[src/rtl/pipe_pkg.sv]
// Shared definitions for the pipeline register chain.
//  - Field-width constants for the MEM/WB payload.
//  - memwb_payload_t: packed MEM/WB payload so instances can cast
//    between the struct and a flat DATA_W-bit vector.
//  - count_ones(): popcount over a stage-valid vector of up to MAX_STAGES bits.
package pipe_pkg;

  localparam int REG_ADDR_W = 5;
  localparam int XLEN       = 32;
  localparam int MEMWB_W    = 71;
  localparam int MAX_STAGES = 8;

  // Field order matches the legacy MEM/WB bit layout, MSB first.
  typedef struct packed {
    logic                  regwrite;
    logic [XLEN-1:0]       memdata;
    logic [XLEN-1:0]       aluresult;
    logic                  memtoreg;
    logic [REG_ADDR_W-1:0] rdaddr;
  } memwb_payload_t;

  // Four bits is enough to count up to MAX_STAGES valid stages.
  function automatic logic [3:0] count_ones(input logic [MAX_STAGES-1:0] v);
    logic [3:0] n;
    n = '0;
    for (int i = 0; i < MAX_STAGES; i++) begin
      n = n + {3'b000, v[i]};
    end
    return n;
  endfunction

endpackage

[src/rtl/pipe_stage.sv]
// One valid + payload register of the pipeline chain.
// Ports:
//   clk_i, rst_i   clock (rising edge), asynchronous active-high reset
//   flush_i        invalidate this stage (payload zeroed when ZERO_BUBBLE)
//   hold_i         keep current valid and payload
//   bubble_i       load an empty slot (valid 0, payload 0)
//   valid_i        incoming valid
//   data_i         incoming payload
//   valid_next_o   value valid_o takes at the next edge
//   valid_o        registered valid
//   data_o         registered payload
// Control priority: flush_i, then hold_i, then bubble_i, then load.
module pipe_stage #(
  parameter int DATA_W      = 71,
  parameter bit ZERO_BUBBLE = 1'b1
) (
  input  logic              clk_i,
  input  logic              rst_i,
  input  logic              flush_i,
  input  logic              hold_i,
  input  logic              bubble_i,
  input  logic              valid_i,
  input  logic [DATA_W-1:0] data_i,
  output logic              valid_next_o,
  output logic              valid_o,
  output logic [DATA_W-1:0] data_o
);

  logic              valid_reg;
  logic              valid_next;
  logic [DATA_W-1:0] data_reg;
  logic [DATA_W-1:0] data_next;

  always_comb begin
    valid_next = valid_reg;
    data_next  = data_reg;
    if (flush_i) begin
      valid_next = 1'b0;
      if (ZERO_BUBBLE) begin
        data_next = '0;
      end
    end else if (!hold_i) begin
      if (bubble_i) begin
        valid_next = 1'b0;
        data_next  = '0;
      end else begin
        valid_next = valid_i;
        // An invalid slot never carries a stale payload when bubbles are zeroed.
        data_next  = (ZERO_BUBBLE && !valid_i) ? '0 : data_i;
      end
    end
  end

  always_ff @(posedge clk_i or posedge rst_i) begin
    if (rst_i) begin
      valid_reg <= 1'b0;
      data_reg  <= '0;
    end else begin
      valid_reg <= valid_next;
      data_reg  <= data_next;
    end
  end

  assign valid_next_o = valid_next;
  assign valid_o      = valid_reg;
  assign data_o       = data_reg;

endmodule

[src/rtl/pipe_reg_chain.sv]
// Parametrised pipeline register chain (generalised MEM/WB register).
// Carries a payload plus valid bit through STAGES registers with flush,
// stall, start gating and optional zeroing of bubble payloads.
// Ports:
//   clk_i, rst_i    clock (rising edge), asynchronous active-high reset
//   start_i         run enable; low feeds bubbles into stage 0
//   stall_i         hold every stage
//   flush_i         invalidate every stage (beats stall)
//   valid_i, data_i input slot
//   valid_o, data_o last stage registers
//   stage_valid_o   per-stage valid, bit 0 = first stage
//   occupancy_o     registered count of valid stages
//   stall_cnt_o     saturating count of stalled cycles
module pipe_reg_chain
  import pipe_pkg::*;
#(
  parameter int DATA_W      = MEMWB_W,
  parameter int STAGES      = 1,
  parameter bit ZERO_BUBBLE = 1'b1,
  parameter int CNT_W       = 16
) (
  input  logic                         clk_i,
  input  logic                         rst_i,
  input  logic                         start_i,
  input  logic                         stall_i,
  input  logic                         flush_i,
  input  logic                         valid_i,
  input  logic [DATA_W-1:0]            data_i,
  output logic                         valid_o,
  output logic [DATA_W-1:0]            data_o,
  output logic [STAGES-1:0]            stage_valid_o,
  output logic [$clog2(STAGES+1)-1:0]  occupancy_o,
  output logic [CNT_W-1:0]             stall_cnt_o
);

  localparam int OCC_W = $clog2(STAGES + 1);

  if (STAGES < 1 || STAGES > MAX_STAGES || DATA_W < 1) begin : g_param_err
    $error("pipe_reg_chain: STAGES must be 1..8 and DATA_W must be >= 1");
  end

  if ($bits(memwb_payload_t) != MEMWB_W) begin : g_pkg_err
    $error("pipe_reg_chain: memwb_payload_t width differs from MEMWB_W");
  end

  logic [STAGES-1:0] valid_vec;
  logic [STAGES-1:0] valid_next_vec;
  logic [DATA_W-1:0] data_arr [STAGES];

  genvar gi;
  for (gi = 0; gi < STAGES; gi++) begin : g_stage
    logic              stage_valid_in;
    logic [DATA_W-1:0] stage_data_in;
    logic              stage_bubble;

    if (gi == 0) begin : g_first
      assign stage_valid_in = valid_i;
      assign stage_data_in  = data_i;
      // Only the head of the chain is starved when the core is not running;
      // later stages keep shifting so the pipe drains.
      assign stage_bubble   = !start_i;
    end else begin : g_rest
      assign stage_valid_in = valid_vec[gi-1];
      assign stage_data_in  = data_arr[gi-1];
      assign stage_bubble   = 1'b0;
    end

    pipe_stage #(
      .DATA_W      (DATA_W),
      .ZERO_BUBBLE (ZERO_BUBBLE)
    ) u_stage (
      .clk_i        (clk_i),
      .rst_i        (rst_i),
      .flush_i      (flush_i),
      .hold_i       (stall_i),
      .bubble_i     (stage_bubble),
      .valid_i      (stage_valid_in),
      .data_i       (stage_data_in),
      .valid_next_o (valid_next_vec[gi]),
      .valid_o      (valid_vec[gi]),
      .data_o       (data_arr[gi])
    );
  end

  // Occupancy is counted from the next-state valids so the register
  // tracks the stage valids on the same edge instead of lagging by one.
  logic [OCC_W-1:0] occupancy_reg;
  logic [OCC_W-1:0] occupancy_next;

  assign occupancy_next = OCC_W'(count_ones(MAX_STAGES'(valid_next_vec)));

  always_ff @(posedge clk_i or posedge rst_i) begin
    if (rst_i) begin
      occupancy_reg <= '0;
    end else begin
      occupancy_reg <= occupancy_next;
    end
  end

  // A stall cycle only counts when it actually holds a running pipe:
  // a flush overrides it and a stopped core is not a hazard stall.
  logic             stall_event;
  logic [CNT_W-1:0] stall_cnt_reg;

  assign stall_event = stall_i && !flush_i && start_i;

  always_ff @(posedge clk_i or posedge rst_i) begin
    if (rst_i) begin
      stall_cnt_reg <= '0;
    end else if (stall_event && (stall_cnt_reg != {CNT_W{1'b1}})) begin
      stall_cnt_reg <= stall_cnt_reg + CNT_W'(1);
    end
  end

  assign valid_o       = valid_vec[STAGES-1];
  assign data_o        = data_arr[STAGES-1];
  assign stage_valid_o = valid_vec;
  assign occupancy_o   = occupancy_reg;
  assign stall_cnt_o   = stall_cnt_reg;

endmodule

[config.mk]
export PLATFORM = sky130hd
export DESIGN_NAME = pipe_reg_chain
export DESIGN_NICKNAME = d
export VERILOG_FILES = /design/src/rtl/pipe_pkg.sv /design/src/rtl/pipe_stage.sv /design/src/rtl/pipe_reg_chain.sv
export SDC_FILE = /design/constraint.sdc
export NUM_CORES = 1
export LEC_CHECK = 0
export ABC_CLOCK_PERIOD_IN_PS = 3230
export CAP_MARGIN = 10
export CORE_ASPECT_RATIO = 1.2
export CORE_MARGIN = 3
export CORE_UTILIZATION = 40
export DETAILED_ROUTE_END_ITERATION = 8
export GPL_ROUTABILITY_DRIVEN = 0
export HOLD_SLACK_MARGIN = 0.06
export PLACE_DENSITY = 0.86
export SLEW_MARGIN = 30
export SYNTH_ARGS = -nofsm -noshare
export SYNTH_HDL_FRONTEND = slang
export SYNTH_SLANG_ARGS = --single-unit
[constraint.sdc]
create_clock -name clk_i -period 3.23 [get_ports clk_i]
set_input_delay 0.323 -clock clk_i [delete_from_list [all_inputs] [get_ports clk_i]]
set_output_delay 0.323 -clock clk_i [all_outputs]
set_load 0.01 [all_outputs]
# After elaboration in Yosys (flattened, before gate mapping)
# Index checks and enable logic that the tools add are counted.
[classes]
n_eq_ne = 2
addsub = 1
n_reduce_logical = 4
mux = 7
[op_table]
columns = ["operator", "n"]
rows = [
  ["2-to-1 mux 71 bit", 4],
  ["adder 16 x 1 -> 16 bit (second input constant)", 1],
  ["inequality test 16 bit (second input constant)", 1],
  ["logical AND 1 bit", 3],
  ["2-to-1 mux 1 bit", 3],
  ["inequality test 2 x 1 -> 1 bit (second input constant)", 1],
  ["zero test 1 bit", 1],
]
[word_totals]
inputBits = 77
register_bits = 88

# Logic depth before layout (Yosys ltp)
# Gate-level depths: netlist (run 1).
[depth]
ltp_word = 4
mapped_depth = 6
ltp_nobuf = 5

# Modules after synthesis
# From an unflattened synthesis (run 1), not the netlist that was laid out.
[hier_totals]
hier_cells = 403
hier_area_um2 = 4326.6
[by_module_without_submodules]
columns = ["module", "n_inst", "seq_area_each_um2", "area_per_inst_um2", "cells_each"]
rows = [
  ["pipe_stage", 1, 1801.7, 3443.3, 327],
  ["pipe_reg_chain", 1, 425.4, 883.3, 76],
]

# Worst setup path before layout (run 1)
# OpenSTA, ideal clock, no wires.
[synth_path]
path_type = "register -> register"
from = "register stall_cnt_reg[4], in the netlist stall_cnt_o[4]"
to = "register stall_cnt_reg[1], in the netlist stall_cnt_o[1]"
path_stages_with_launch = 6
arrival_ns = 1.783
path_slack_ns = 1.322
required_ns = 3.105
cell_sequence = "dfrtp_1 nand4_4 or4_4 buf_6 and3_4 mux2_4"
[synth_between]
elab_chain_cells = 2
[synth_lines]
columns = ["item", "line_no", "text"]
rows = [
  ["start, declared", "pipe_reg_chain.sv:103", "logic [CNT_W-1:0] stall_cnt_reg;"],
  ["start signal, assigned", "pipe_reg_chain.sv:111", "stall_cnt_reg <= stall_cnt_reg + CNT_W'(1);"],
  ["inequality test 16 bit", "pipe_reg_chain.sv:110", "end else if (stall_event && (stall_cnt_reg != {CNT_W{1'b1}})) begin"],
  ["logical AND 1 bit", "pipe_reg_chain.sv:110", ""],
]
# No other way between the ends.
# A chain may end at the register's enable or synchronous reset.

# Final worst setup path (run 1)
[layout_path]
from = "register stall_cnt_reg[1], in the netlist stall_cnt_o[1]"
to = "register stall_cnt_reg[1], in the netlist stall_cnt_o[1]"
[layout_between]
elab_chain_cells = 2
word_cells_on_any_way = 3
cone_classes = "add/sub (1); eq/ne (1); reduce/logical (1)"
[layout_lines]
columns = ["item"]
rows = [
  ["parallel branches: the longest is 2 deep, another holds adder 16 x 1 -> 16 bit"],
]
# Parallel ways; which one is timed is not known.

==> qor.txt, run 1 <==
fmax = 510 MHz
area grow syn2layout = 59.2%
Sink Count = 88
post-route setup TNS = 0 ns
Fillers = 586
top cells by count, synth = dfrtp_1 (88), a22o_1 (71), clkbuf_1 (16), nand2_1 (8), xnor2_1 (8)
final WL = 8.88 mm
actual slew at the worst max-slew pin = 0.727 ns
Post-Syn Area per Cell = 14.0 um^2
slowest stage delay, CP = 0.58 ns
final hold vios = 0
crit-path cells = ha_1 -> nand3_1 -> or4_4 -> and3_4 -> mux2_4
Synth area leader = dfrtp_1
initial DRC count = 114
Final setup viols = 0
post-CTS sizing = 0
max-cap viol count = 0
delay-heaviest family, CP = simple AND/OR/NAND/NOR gates
antenna viol nets, final = 0
Sw Share = 0.241
critical setup path kind = flip-flop to flip-flop
routed len/inst = 17.9 um
# diodes = 0
Pint = 1810 uW
Initial Utilization = 0.422
area of the multi-input gates = 1050 um^2
Psw = 572 uW
PortBufs = 166
Clock Path Buffers = 2
number of library cell types mapped by synthesis = 27
Worst Path Required = 3.47 ns
power per standard cell area = 449 nW/um^2
arrival time at the worst endpoint = 2.19 ns
synthesis warning total = 0
Via density = 5.34
Post-CTS Setup Bufs = 0
CTS Root Cell = clkbuf_8
clock transition at the registers of the reported paths = 0.09 ns
Clock power frac = 0.343
# nets final = 478
DR vias = 2652
Core Region = 7880 um^2
Slew headroom = 0.515
maximum vdd ir drop = 0.191 mV
register area = 2200 um^2
DP Cell Count = 481
Crit-path slowest cell = or4_4
htree depth = 3
worst clock skew = 0.00922 ns
First-pass DRT Iterations = 4
Seq/Total Area, Yosys = 0.663
syn nets = 315
vias in the first global route = 2789
HPWL Detailed = 6.38 mm
static leakage = 0.00235 uW
synthesis-stage register bit count = 88
Die Area = 9440 um^2
min-delay worst type = input port to asynchronous set/reset pin
Flop pwr share = 0.509
GRT Overall Usage = 0.199
Synth top area share = 0.663
CTS tree = done
hold bufs inserted after CTS = 0
Pins Over Slew Limit = 0
total congestion overflow = 0
crit path max fanout = 9
RSZ-0062 raised after global routing = no
FP Rows = 35
largest net degree at the start of global routing = 73
CP endpoint kind = flip-flop
startpoint types = flip-flop
Num CTS Buffers = 9
Buf/Inv on CP = 0
crit path time final = 1.96 ns
initial antenna violation count = 0
share of post-route cells with drive strength above 1 = 0.0667
run status = finished clean
cell count after synthesis = 237
most numerous cell in the Yosys netlist = dfrtp_1
Ports = 167
mapped cell area = 3320 um^2
die height = 106 um
main flop type after synthesis = dfrtp_1
first-pass GRT wire length = 14.5 mm
main area contributors after synthesis = dfrtp_1 (66%), a22o_1 (19%), xnor2_1 (2.1%)
clock insertion delay at the later pin of the skew report = 0.35 ns
Finished Layout Cells = 497
fin crit share = 0.607
Residual DRC = 0
combinational share of power = 0.148
Post-synth EDFFs = 0
ys async rst share = 1.00
Die Wd = 89.2 um
==> placed cells by master (no fill, tap or decap), types with 4 or more instances in the layout <==
master           synthesis  final
nand2_1                  8      8
dfrtp_1                 88     88
clkbuf_8                 0      9
nor3_1                   4      4
a22o_1                  71     71
nand3_1                  6      6
clkdlybuf4s50_1          0    166
xor2_1                   6      6
nand4_1                  6      6
xnor2_1                  8      8
nor2_1                   5      5
buf_4                    2      5
==> state kept, by name (all words and copies together) (netlist names) <==
name	flops
g_stage.u_stage.data_o	71
stall_cnt_o	16
occupancy_o	1
==> layout make-up <==
type	instances	area share
Multi-Input combinational cell	129	0.199
Inverter	1	0.00166
Timing Repair Buffer	171	0.321
Sequential cell	88	0.416
Clock inverter	5	0.0154
Clock buffer	11	0.0248
Tap cell	92	0.0218
==> through the flow <==
stage                     instance area [um^2]  setup WS [ns]  power (uW)   util  hold slack [ns]
final                                     5290           1.27        2380  0.671            0.372
after global routing                      5290           1.19        2490  0.671            0.426
after CTS                                 5290           1.27        2400  0.671            0.384
after detailed placement                  5080           1.11        1590  0.644            0.491
after global placement                    5070           1.16        1570  0.644            0.487
after floorplan                           3320          0.628        1350      -            0.456
==> power by group through the flow <==
stage / logic [uW] / clock network, uW / registers (uW)
after floorplan: 103 / 0 / 1240
after global placement: 344 / 0 / 1230
after detailed placement: 357 / 0 / 1230
after CTS: 358 / 836 / 1210
after global routing: 379 / 890 / 1220
final: 352 / 816 / 1210
==> logic make-up after synthesis <==
logic type	after synthesis	synth area share
adders and majority gates	1	0.00376
AOI/OAI and AO/OA	72	0.189
and+or+nand+nor	40	0.0723
xor gates and xnor gates	14	0.0369
muxes	2	0.00791
DFF	88	0.663
buffers and inverters	20	0.0271
==> routing by layer <==
| metal | part of all wire | track usage | routed length [um] |
|---|---|---|---|
| met2 | 0.48 | 0.305 | 4270 |
| met4 | 0.029 | 0.0904 | 258 |
| met5 | 0 | 0 | 0 |
| met3 | 0.075 | 0.0571 | 670 |
| met1 | 0.41 | 0.257 | 3690 |
==> worst paths after layout <==
kind	start	to	slack (ns)	cells after the start
min reg2reg	g_stage[0].u_stage.data_o[4]$_DFFE_PP0P_	g_stage[0].u_stage.data_o[4]$_DFFE_PP0P_	0.51	1
min in group clk_i	g_stage[0].u_stage.data_o[4]$_DFFE_PP0P_	g_stage[0].u_stage.data_o[4]$_DFFE_PP0P_	0.51	1
min	rst_i	stall_cnt_o[13]$_DFFE_PP0P_	0.37	2
max	stall_cnt_o[1]$_DFFE_PP0P_	stall_cnt_o[1]$_DFFE_PP0P_	1.27	5
max reg2reg	stall_cnt_o[1]$_DFFE_PP0P_	stall_cnt_o[1]$_DFFE_PP0P_	1.27	5
max in group asynchronous	rst_i	g_stage[0].u_stage.data_o[24]$_DFFE_PP0P_	2.25	3
Power figures use the tool's default switching activity.
==> run 2, diff against run 1 <==
--- a/config.mk
+++ b/config.mk
@@ -5,15 +5,15 @@
 export SDC_FILE = /design/constraint.sdc
 export NUM_CORES = 1
 export LEC_CHECK = 0
-export ABC_CLOCK_PERIOD_IN_PS = 3230
+export ABC_CLOCK_PERIOD_IN_PS = 1800
 export CAP_MARGIN = 10
 export CORE_ASPECT_RATIO = 1.2
 export CORE_MARGIN = 3
-export CORE_UTILIZATION = 40
+export CORE_UTILIZATION = 36
 export DETAILED_ROUTE_END_ITERATION = 8
 export GPL_ROUTABILITY_DRIVEN = 0
 export HOLD_SLACK_MARGIN = 0.06
-export PLACE_DENSITY = 0.86
+export PLACE_DENSITY = 0.82
 export SLEW_MARGIN = 30
 export SYNTH_ARGS = -nofsm -noshare
 export SYNTH_HDL_FRONTEND = slang
==> constraint.sdc (replaced) <==
create_clock -name clk_i -period 1.8 [get_ports clk_i]
set_input_delay 0.18 -clock clk_i [delete_from_list [all_inputs] [get_ports clk_i]]
set_output_delay 0.18 -clock clk_i [all_outputs]
set_load 0.01 [all_outputs]
==> qor.txt, run 2 (same netlist as run 1, synthesis figures left out) <==
Slew headroom = 0.696 (was 0.515)
antenna viol nets, final = 0 (unchanged)
fmax = 593 MHz (was 510 MHz)
Pwr Total = 4200 uW (was 2380 uW)
Ports = 167 (unchanged)
Worst R2R End = stall_cnt_o[1]$_DFFE_PP0P_ (unchanged)
Die Area = 10400 um^2 (was 9440 um^2)
Num CTS Buffers = 9 (unchanged)
maximum vdd ir drop = 0.313 mV (was 0.191 mV)
Sink Count = 88 (unchanged)
reg2reg path depth = 4 (was 5)
Sw Share = 0.234 (was 0.241)
first-pass GRT wire length = 14.5 mm (about the same)
crit path time final = 1.69 ns (was 1.96 ns)
First-pass DRT Iterations = 4 (unchanged)
# nets final = 491 (was 478)
Die Wd = 93.7 um (was 89.2 um)
Min Hold Slack = 0.324 ns (was 0.372 ns)
vias in the first global route = 2835 (was 2789)
routed len/inst = 16.4 um (was 17.9 um)
min-delay worst type = input port to asynchronous set/reset pin (unchanged)
Psw = 983 uW (was 572 uW)
max-cap viol count = 0 (unchanged)
Pint = 3220 uW (was 1810 uW)
slowest stage delay, CP = 0.55 ns (was 0.58 ns)
final hold vios = 0 (unchanged)
Via density = 4.85 (was 5.34)
area of the multi-input gates = 1060 um^2 (was 1050 um^2)
Flop pwr share = 0.511 (was 0.509)
total congestion overflow = 0 (unchanged)
final WL = 8.78 mm (was 8.88 mm)
initial antenna violation count = 0 (unchanged)
CP endpoint kind = flip-flop (unchanged)
startpoint types = flip-flop (unchanged)
Crit-path slowest cell = or4_4 (unchanged)
HPWL Detailed = 6.34 mm (was 6.38 mm)
Initial Utilization = 0.378 (was 0.422)
post-CTS sizing = 0 (unchanged)
Clock power frac = 0.319 (was 0.343)
initial DRC count = 96 (was 114)
area grow syn2layout = 64.0% (was 59.2%)
share of post-route cells with drive strength above 1 = 0.110 (was 0.0667)
crit-path cells = nand4_1 -> or4_4 -> and3_4 -> mux2_4 (was ha_1 -> nand3_1 -> or4_4 -> and3_4 -> mux2_4)
RSZ-0062 raised after global routing = no (unchanged)
PortBufs = 166 (unchanged)
register area = 2210 um^2 (was 2200 um^2)
CTS tree = done (unchanged)
critical path endpoint = stall_cnt_o[1]$_DFFE_PP0P_ (unchanged)
htree depth = 3 (unchanged)
die height = 111 um (was 106 um)
max FFs per register = 71 (unchanged)
Reg-to-Reg Start = stall_cnt_o[10]$_DFFE_PP0P_ (was stall_cnt_o[1]$_DFFE_PP0P_)
FP Rows = 37 (was 35)
actual slew at the worst max-slew pin = 0.456 ns (was 0.727 ns)
power per standard cell area = 770 nW/um^2 (was 449 nW/um^2)
Clock Path Buffers = 2 (unchanged)
largest net degree at the start of global routing = 89 (was 73)
CTS Root Cell = clkbuf_8 (unchanged)
crit path max fanout = 5 (was 9)
fin crit share = 0.937 (was 0.607)
crit path launch = stall_cnt_o[10]$_DFFE_PP0P_ (was stall_cnt_o[1]$_DFFE_PP0P_)
most frequent cells in the layout = clkdlybuf4s50_1 (166), dfrtp_1 (83), a22o_1 (71), buf_4 (15), clkbuf_8 (11) (was clkdlybuf4s50_1 (166), dfrtp_1 (88), a22o_1 (71), clkbuf_8 (9))
Pins Over Slew Limit = 0 (unchanged)
most common cell after layout, fill and taps aside = clkdlybuf4s50_1 (unchanged)
Final setup viols = 0 (unchanged)
hold bufs inserted after CTS = 0 (unchanged)
critical setup path kind = flip-flop to flip-flop (unchanged)
arrival time at the worst endpoint = 1.91 ns (was 2.19 ns)
worst clock skew = 0.00349 ns (was 0.00922 ns)
final instance area = 5450 um^2 (was 5290 um^2)
Worst R2R Setup Slack = 0.11 ns (was 1.27 ns)
Post-CTS Setup Bufs = 0 (unchanged)
run status = finished clean (unchanged)
Fillers = 688 (was 586)
Placed Area = 5250 um^2 (was 5080 um^2)
clock insertion delay at the later pin of the skew report = 0.34 ns (was 0.35 ns)
clock transition at the registers of the reported paths = 0.08 ns (was 0.09 ns)
GRT Overall Usage = 0.177 (was 0.199)
DR vias = 2595 (was 2652)
Worst Path Required = 2.03 ns (was 3.47 ns)
# diodes = 0 (unchanged)
static leakage = 0.00241 uW (was 0.00235 uW)
Core Region = 8800 um^2 (was 7880 um^2)
combinational share of power = 0.170 (was 0.148)
Residual DRC = 0 (unchanged)
[run 2: cell count changes in the layout (fill, tap and decap cells not counted), sizes merged]
cell	before	now
buf	5	18
bufinv	2	1
clkbuf	11	13
clkinv	3	2
[run 2: how the worst min path moves through the flow]
stage                                                      to  slack, ns  cells after the start
finish               g_stage[0].u_stage.data_o[3]$_DFFE_PP0P_       0.32                      3
global route         g_stage[0].u_stage.data_o[3]$_DFFE_PP0P_       0.36                      3
CTS                 g_stage[0].u_stage.data_o[45]$_DFFE_PP0P_       0.33                      3
detailed placement  g_stage[0].u_stage.data_o[55]$_DFFE_PP0P_       0.49                      1
global placement    g_stage[0].u_stage.data_o[64]$_DFFE_PP0P_       0.49                      1
floorplan            g_stage[0].u_stage.data_o[0]$_DFFE_PP0P_       0.31                      1
[run 2: area by class of cell]
| type | count | share of cell area |
|---|---|---|
| Clock inverter | 3 | 0.00734 |
| Timing Repair Buffer | 184 | 0.336 |
| Multi-Input combinational cell | 129 | 0.194 |
| Tap cell | 117 | 0.0269 |
| Clock buffer | 13 | 0.0291 |
| Sequential cell | 88 | 0.405 |
| Inverter | 1 | 0.00138 |
[run 2: per-stage QoR]
step,TNS (ns),setup WS (ns),util,cells
2_1_floorplan,-0.0318,-0.0318,-,237
6_report,0,0.114,0.620,535
3_5_place_dp,-0.583,-0.106,0.597,519
5_1_grt,0,0.0662,0.620,535
3_3_place_gp,-0.137,-0.0713,0.597,519
4_1_cts,0,0.109,0.620,535
[run 2: per-layer routing]
layer | part of all wire | vias to the layer above | track usage
met3 | 0.075 | 13 | 0.0577
met2 | 0.50 | 106 | 0.284
li1 | - | 1240 | -
met5 | 0 | - | 0
met1 | 0.41 | 1236 | 0.224
met4 | 0.019 | 0 | 0.0597
[run 2: power groups by stage]
stage                     clock network, uW  logic, uW  registers [uW]
after floorplan                           0        187            2230
after global placement                    0        706            2180
after detailed placement                  0        723            2180
after CTS                              1390        726            2150
after global routing                   1460        775            2160
final                                  1340        712            2150
[run 2: critical path, delay by kind of cell (launching register included)]
kind / cells / cell delay (ns)
mux: 1 / 0.29
simple gates: 3 / 0.87
flops: 1 / 0.41
